==> config.mk <==
export PLATFORM = sky130hd
export DESIGN_NAME = cpu_controller
export DESIGN_NICKNAME = d
export VERILOG_FILES = /design/src/rtl/cpu_defs.sv /design/src/rtl/cpu_phase_counter.sv /design/src/rtl/cpu_controller.sv
export SDC_FILE = /design/constraint.sdc
export NUM_CORES = 1
export LEC_CHECK = 0
export CORE_UTILIZATION = 40
export CTS_CLUSTER_DIAMETER = 150
export DETAILED_ROUTE_END_ITERATION = 8
export PLACE_DENSITY = 0.73
export RECOVER_POWER = 100
export SYNTH_ARGS = -nofsm -noshare
export SYNTH_HDL_FRONTEND = slang
export SYNTH_SLANG_ARGS = --single-unit
==> constraint.sdc <==
create_clock -name clock -period 2.49 [get_ports clock]
set_clock_uncertainty 0.2 [all_clocks]
set_input_delay 0.747 -clock clock [delete_from_list [all_inputs] [get_ports clock]]
set_output_delay 0.747 -clock clock [all_outputs]
set_load 0.02 [all_outputs]
==> src/rtl/cpu_defs.sv <==
// Shared opcode/phase encodings for the 8-bit RISC sequencer.
package cpu_defs;

    localparam logic [2:0] OP_HLT = 3'd0;
    localparam logic [2:0] OP_SKZ = 3'd1;
    localparam logic [2:0] OP_ADD = 3'd2;
    localparam logic [2:0] OP_AND = 3'd3;
    localparam logic [2:0] OP_XOR = 3'd4;
    localparam logic [2:0] OP_LDA = 3'd5;
    localparam logic [2:0] OP_STO = 3'd6;
    localparam logic [2:0] OP_JMP = 3'd7;

    typedef enum logic [2:0] {
        PH_INST_ADDR  = 3'd0,
        PH_INST_FETCH = 3'd1,
        PH_INST_LOAD  = 3'd2,
        PH_IDLE       = 3'd3,
        PH_OP_ADDR    = 3'd4,
        PH_OP_FETCH   = 3'd5,
        PH_ALU_OP     = 3'd6,
        PH_STORE      = 3'd7
    } phase_t;

    // Opcodes whose result comes back from memory into the accumulator.
    function automatic logic is_aluop(input logic [2:0] op);
        return (op == OP_ADD) || (op == OP_AND) || (op == OP_XOR) || (op == OP_LDA);
    endfunction

endpackage

==> src/rtl/cpu_phase_counter.sv <==
// Three-bit phase register; steps when advance is high and wraps 7 -> 0.
module cpu_phase_counter
    import cpu_defs::*;
(
    input  logic       clock,
    input  logic       reset,
    input  logic       advance,
    output logic [2:0] phase
);

    phase_t state;

    always_ff @(posedge clock or negedge reset) begin
        if (!reset) begin
            state <= PH_INST_ADDR;
        end else if (advance) begin
            state <= phase_t'(3'(state + 3'd1));
        end
    end

    assign phase = state;

endmodule

==> src/rtl/cpu_controller.sv <==
// Eight-phase instruction sequencer driving PC, IR, accumulator and memory strobes.
//   phase | meaning
//   0     | INST_ADDR  : PC onto address bus
//   1     | INST_FETCH : read instruction
//   2     | INST_LOAD  : load IR
//   3     | IDLE       : hold IR load
//   4     | OP_ADDR    : step PC, or halt on HLT
//   5     | OP_FETCH   : read operand for ALU ops
//   6     | ALU_OP     : skip / jump / drive store data
//   7     | STORE      : accumulator load or memory write
module cpu_controller
    import cpu_defs::*;
#(
    parameter int COUNT_W = 8
) (
    input  logic               clock,
    input  logic               reset,
    input  logic               En_cpu_in,
    input  logic [2:0]         Opcode,
    input  logic               zero,
    output logic [2:0]         phase,
    output logic               sel,
    output logic               rd,
    output logic               ld_ir,
    output logic               inc_pc,
    output logic               Load_in,
    output logic               SKZ_cmp,
    output logic               data_e,
    output logic               ld_ac,
    output logic               wr,
    output logic               halt,
    output logic [COUNT_W-1:0] instr_count
);

    phase_t ph;
    logic   halted;
    logic   hlt_now;
    logic   advance;
    logic   alu;

    assign ph      = phase_t'(phase);
    assign hlt_now = (ph == PH_OP_ADDR) && (Opcode == OP_HLT);
    assign advance = En_cpu_in && !halted && !hlt_now;
    assign alu     = is_aluop(Opcode);

    cpu_phase_counter u_phase (
        .clock   (clock),
        .reset   (reset),
        .advance (advance),
        .phase   (phase)
    );

    always_ff @(posedge clock or negedge reset) begin
        if (!reset) begin
            halted      <= 1'b0;
            instr_count <= '0;
        end else begin
            if (En_cpu_in && !halted && hlt_now) begin
                halted <= 1'b1;
            end
            if (advance && (ph == PH_STORE)) begin
                instr_count <= instr_count + COUNT_W'(1);
            end
        end
    end

    always_comb begin
        sel     = 1'b0;
        rd      = 1'b0;
        ld_ir   = 1'b0;
        inc_pc  = 1'b0;
        Load_in = 1'b0;
        SKZ_cmp = 1'b0;
        data_e  = 1'b0;
        ld_ac   = 1'b0;
        wr      = 1'b0;
        halt    = 1'b0;
        if (halted) begin
            halt = 1'b1;
        end else begin
            case (ph)
                PH_INST_ADDR: sel = 1'b1;
                PH_INST_FETCH: begin
                    sel = 1'b1;
                    rd  = 1'b1;
                end
                PH_INST_LOAD, PH_IDLE: begin
                    sel   = 1'b1;
                    rd    = 1'b1;
                    ld_ir = 1'b1;
                end
                PH_OP_ADDR: begin
                    halt   = (Opcode == OP_HLT);
                    inc_pc = (Opcode != OP_HLT);
                end
                PH_OP_FETCH: rd = alu;
                PH_ALU_OP: begin
                    rd      = alu;
                    SKZ_cmp = (Opcode == OP_SKZ) && zero;
                    inc_pc  = (Opcode == OP_SKZ) && zero;
                    Load_in = (Opcode == OP_JMP);
                    data_e  = (Opcode == OP_STO);
                end
                PH_STORE: begin
                    rd      = alu;
                    ld_ac   = alu;
                    Load_in = (Opcode == OP_JMP);
                    data_e  = (Opcode == OP_STO);
                    wr      = (Opcode == OP_STO);
                end
                default: sel = 1'b0;
            endcase
            // Stalled: kill strobes, keep address mux and data drive steady.
            if (!En_cpu_in) begin
                rd      = 1'b0;
                ld_ir   = 1'b0;
                inc_pc  = 1'b0;
                Load_in = 1'b0;
                SKZ_cmp = 1'b0;
                ld_ac   = 1'b0;
                wr      = 1'b0;
            end
        end
    end

endmodule

# Word-level counts from Yosys, hierarchy flattened
# Index checks and enable logic that the tools add are counted.
[totals]
reg_bits = 12
in_bits = 7
out_inout_bits = 21
elab_cells = 65
[op_classes]
addsub = 2
eq_ne = 14
muxes = 27
reduce_logical = 19
[op_table]
columns = ["operator", "count"]
rows = [
  ["$mux W1", 25],
  ["$eq A3 B3 Y1 const B", 8],
  ["$eq A3 B2 Y1 const B", 4],
  ["$add A8 B1 Y8 const B", 1],
  ["$eq A3 B1 Y1 const B", 2],
  ["$logic_and A1 B1 Y1", 6],
  ["$logic_not A3 Y1", 2],
  ["$reduce_or A3 Y1", 2],
  ["$pmux W1 S2", 2],
  ["$reduce_or A2 Y1", 2],
  ["$reduce_or A4 Y1", 1],
  ["$add A3 B1 Y3 const B", 1],
  ["$logic_or A1 B1 Y1", 3],
  ["$reduce_bool A3 Y1", 1],
  ["$logic_not A1 Y1", 2],
]

# Longest topological paths before layout
# Gate-level depths: netlist of the first run.
[depth]
ltp_word = 7
mapped_depth = 5
depth_no_buf = 5

# By module
# From an unflattened synthesis of the first run, not the netlist that was laid out.
[unflattened]
cells_unflattened = 64
area_unflattened_um2 = 675.6
[modules_own_cells]
columns = ["module", "instances", "cells_per_inst", "area_per_inst_um2", "seq_area_each_um2"]
rows = [
  ["cpu_controller", 1, 56, 551.8, 225.2],
  ["cpu_phase_counter", 1, 8, 123.9, 75.1],
]

# Worst setup path before layout of the first run
# OpenSTA, ideal clock, no wires.
[synth_path]
path_type = "register to output"
start = "register u_phase.state[2], in the netlist u_phase.phase[2]"
end = "output port data_e"
arrival_ns = 1.772
required_ns = 1.543
setup_slack_ns = -0.229
stages_incl_launch_ff = 4
path_buffers = 2
path_cell_list = "dfrtp_1 clkbuf_1 clkbuf_1 nor4b_1"
[synth_via]
elab_chain_cells = 4
elab_cells_between_ends = 5
classes_between = "eq/ne: 2; mux: 2; reduce/logical: 1"
[synth_rtl]
columns = ["element", "line", "rtl"]
rows = [
  ["start: declaration", "cpu_phase_counter.sv:11", "phase_t state;"],
  ["start signal: assignment", "cpu_phase_counter.sv:17", "state <= phase_t'(3'(state + 3'd1));"],
  ["$eq A3 B3 Y1", "cpu_controller.sv:81", "case (ph)"],
  ["$reduce_or A2 Y1 (no line) (*)", "n/a", ""],
  ["$mux W1 (*)", "n/a", ""],
  ["$mux W1 (*)", "cpu_controller.sv:78", "if (halted) begin"],
  ["end: declaration", "cpu_controller.sv:28", "output logic data_e,"],
]
# Mark *: on every way between the ends. The rest lies on a longest branch, timed or not.

# Final worst setup path of the first run
[layout_path]
start = "input port Opcode[1]"
end = "output port inc_pc"
[layout_via]
elab_chain_cells = 5
elab_cells_between_ends = 6
classes_between = "eq/ne: 1; mux: 3; reduce/logical: 2"
[layout_rtl]
columns = ["element", "line", "rtl"]
rows = [
  ["start: declaration", "cpu_controller.sv:19", "input logic [2:0] Opcode,"],
  ["$eq A3 B1 Y1", "cpu_controller.sv:100", "inc_pc = (Opcode == OP_SKZ) && zero;"],
  ["$logic_and A1 B1 Y1", "cpu_controller.sv:100", ""],
  ["$pmux W1 S2 (*)", "cpu_controller.sv:81", ""],
  ["$mux W1 (*)", "cpu_controller.sv:114", "if (!En_cpu_in) begin"],
  ["$mux W1 (*)", "cpu_controller.sv:78", ""],
  ["end: declaration", "cpu_controller.sv:25", "output logic inc_pc,"],
]
# Marks and branches as above.

==> results.toml, run 1 <==
[power]
p_per_area_nw_per_um2 = 988.4
power.leakage_uw = 0.0005695
power.switching_uw = 513.9
intPower_uw = 705.5
peakVddDrop_mv = 0.6127
p_seq_frac = 0.268
switching_share = 0.4214
p_comb_frac = 0.636
clkPwrFrac = 0.096

[worst_setup_path]
endpoint = "inc_pc"
r2r_cells = 6
required_ns = 1.54
worstReg2RegStart = "u_phase.phase[1]"
r2r_end = "u_phase.phase[2]"
critPathLaunch = "Opcode[1]"
reg2reg_slack_ns = 0.28
critPathMaxFanout = 4
criticalPathCategory = "in2out"
cp.arrival_ns = 1.51
endpoint_kind = "primary output"
start_kind = "input pin"

[layout]
final_cell_mix = "buf_4, dfrtp_1, clkdlybuf4s50_1"
drive_gt1_frac = 0.4444
design_area_um2 = 1234
nets = 132
fillCellCount = 160
area_growth_pct = 59.03
final_common_cell = "buf_4"
antenna_cells = 0

[detailed_routing]
vias_per_cell = 5.197
vias = 738
routed_wirelength_um = 2040
drc_errors = 0
dr.pass1.iters = 4
met2_length_um = 1017
wl_met1_um = 894
wl_per_cell_um = 14.37
route.met3.wl_um = 106
final_antenna_net_count = 0
drt_iter0_drc = 11
top_layer = "met4"

[place]
postPlaceCellArea_um2 = 1175
hpwl_um = 1471
portBuffers = 27
finalWeightedCongestion = 0.7561

[cts]
clk_pin_slew_worst_paths_ns = 0.08
clock_sinks = 12
cts_tree = "done"
h-tree-depth = 1
cts_buffers = 3
cts_buffer_depth = 2
cts-root-buf = "clkbuf_4"
hold_buffers = 0
clock_latency_ns = 0.27

[logic_synthesis]
synth_cells = 73
yosysUniqueCellTypes = 30
ys_warn_count = 0
synthArstFlopShare = 1.000
synth_edf_count = 0
synth_area_per_cell_um2 = 10.63
syn-cell-area_um2 = 775.7
synth_seq_cells = 12
ys_seq_area_frac = 0.3871
synth-main-ff-cell = "dfrtp_1"
synthesis.nets = 86

[floorplan]
die_w_um = 46.04
coreArea_um2 = 1764
placementRows = 15
ioPinCount = 28
die_h_um = 46.04
initial_core_util = 0.4397
die-area_um2 = 2120

[global_route]
grt_pass1_vias = 655
grt_antenna_before_repair = 0
grt_pass1_wl_um = 3077
grt-ovfl-total = 0
grtUsageTotal = 0.2080
grt_max_degree = 14

[worst_hold_path]
hold_start = "instr_count[7]"
hold_path.class = "reg2reg"

[timing]
period_share = 0.9852
layout_min_cycle_time_ns = 2.453
rsz0062_at_grt = "yes"
slew-limit-headroom = 0.6346
tightest_slew_ns = 0.5463
finalSetupTns_ns = 0
slew_violations = 0
setup_viol = 0
clock.fmax_mhz = 407.6
finalHoldViolations = 0

[job]
cap_viol_max_count = 0

[status]
run_status = "finished, final reports clean"
[synth_stat cells, drive strengths merged (2+ instances only)]
| cell | count | area share |
|---|---|---|
| a2111oi | 2 | 0.023 |
| a211oi | 4 | 0.039 |
| a21oi | 2 | 0.018 |
| buf | 2 | 0.034 |
| clkbuf | 2 | 0.0097 |
| dfrtp | 12 | 0.39 |
| ha | 6 | 0.097 |
| inv | 4 | 0.019 |
| mux2 | 3 | 0.044 |
| nand2 | 2 | 0.0097 |
| nand3 | 5 | 0.032 |
| nor2 | 6 | 0.029 |
| nor4b | 2 | 0.042 |
| xnor2 | 3 | 0.034 |
| xor2 | 6 | 0.068 |
[cell type report]
| cell class | instances | area [µm²] | area share |
|---|---|---|---|
| sequential | 12 | 300.3 | 0.2434 |
| clock buffer | 3 | 22.52 | 0.01826 |
| inverter | 4 | 15.01 | 0.01217 |
| tap | 25 | 31.28 | 0.02536 |
| timing repair buffer | 45 | 362.8 | 0.2941 |
| multi-input combinational | 53 | 501.7 | 0.4067 |
[worst min path at each step]
stage / end / slack, ns / depth (start not counted)
detailed placement: instr_count[7] / 0.26 / 1
CTS: instr_count[7] / 0.27 / 1
finish: instr_count[7] / 0.27 / 1
floorplan: halted / 0.25 / 0
global placement: instr_count[7] / 0.26 / 1
global route: instr_count[7] / 0.28 / 1
[state kept, by name, summed over array words and instances, names as in the netlist]
register / flops
halted: 1
instr_count: 8
u_phase.phase: 3
[repair_timing]
action	CTS	global route
gates resized for setup	75	11
buffers inserted	1	1
pin swaps	7	5
endpoints found under the setup margin	11	9
[routing by layer]
| metal | vias up | global-route usage |
|---|---|---|
| met5 | - | 0 |
| met4 | 0 | 0.04706 |
| met3 | 4 | 0.06746 |
| met2 | 25 | 0.3099 |
| met1 | 354 | 0.2910 |
| li1 | 355 | - |
[power by group through the flow]
| stage | logic (µW) | clock network (µW) | registers (µW) |
|---|---|---|---|
| 2_1_floorplan | 296 | 0 | 389 |
| 3_3_place_gp | 718 | 0 | 317 |
| 3_5_place_dp | 729 | 0 | 319 |
| 4_1_cts | 744 | 121 | 320 |
| 5_1_grt | 841 | 127 | 338 |
| 6_report | 775 | 117 | 327 |
[kinds of logic (layout without fill, tap and decap cells)]
kind of cell    Yosys count  after routing  share of synthesized area
xor+xnor                  9              9                     0.1016
fa+ha+maj                 6              6                    0.09677
compound gates           14             14                     0.1419
simple gates             21             21                     0.1661
mux                       3              3                    0.04355
buf+inv                   8             52                    0.06289
flops                    12             12                     0.3871
[worst max-delay path: stages]
cell	delay, ns
buf_2	0.15
buf_6	0.14
o311ai_4	0.25
nor2_1	0.06
buf_4	0.16
[through the flow]
stage	setup WS [ns]	utilization	hold WS, ns	cells	total power (µW)
detailed placement	-0.9362	0.6660	0.2600	137	1048
global route	-0.01448	0.6993	0.2810	142	1306
CTS	0.01188	0.6872	0.2717	141	1185
floorplan	-0.03318	-	0.2514	73	684.7
finish	0.03677	0.6993	0.2662	142	1219
global placement	-0.8654	0.6660	0.2556	137	1035
Note: power is estimated with default switching activity, not from simulation.
==> run 2, diff against run 1 <==
--- a/config.mk
+++ b/config.mk
@@ -8,6 +8,7 @@
 export CORE_UTILIZATION = 40
 export CTS_CLUSTER_DIAMETER = 150
 export DETAILED_ROUTE_END_ITERATION = 8
+export GPL_ROUTABILITY_DRIVEN = 0
 export PLACE_DENSITY = 0.73
 export RECOVER_POWER = 100
 export SYNTH_ARGS = -nofsm -noshare
==> results of run 2 <==
The final DEF is identical to that of run 1; final timing and power are the same.
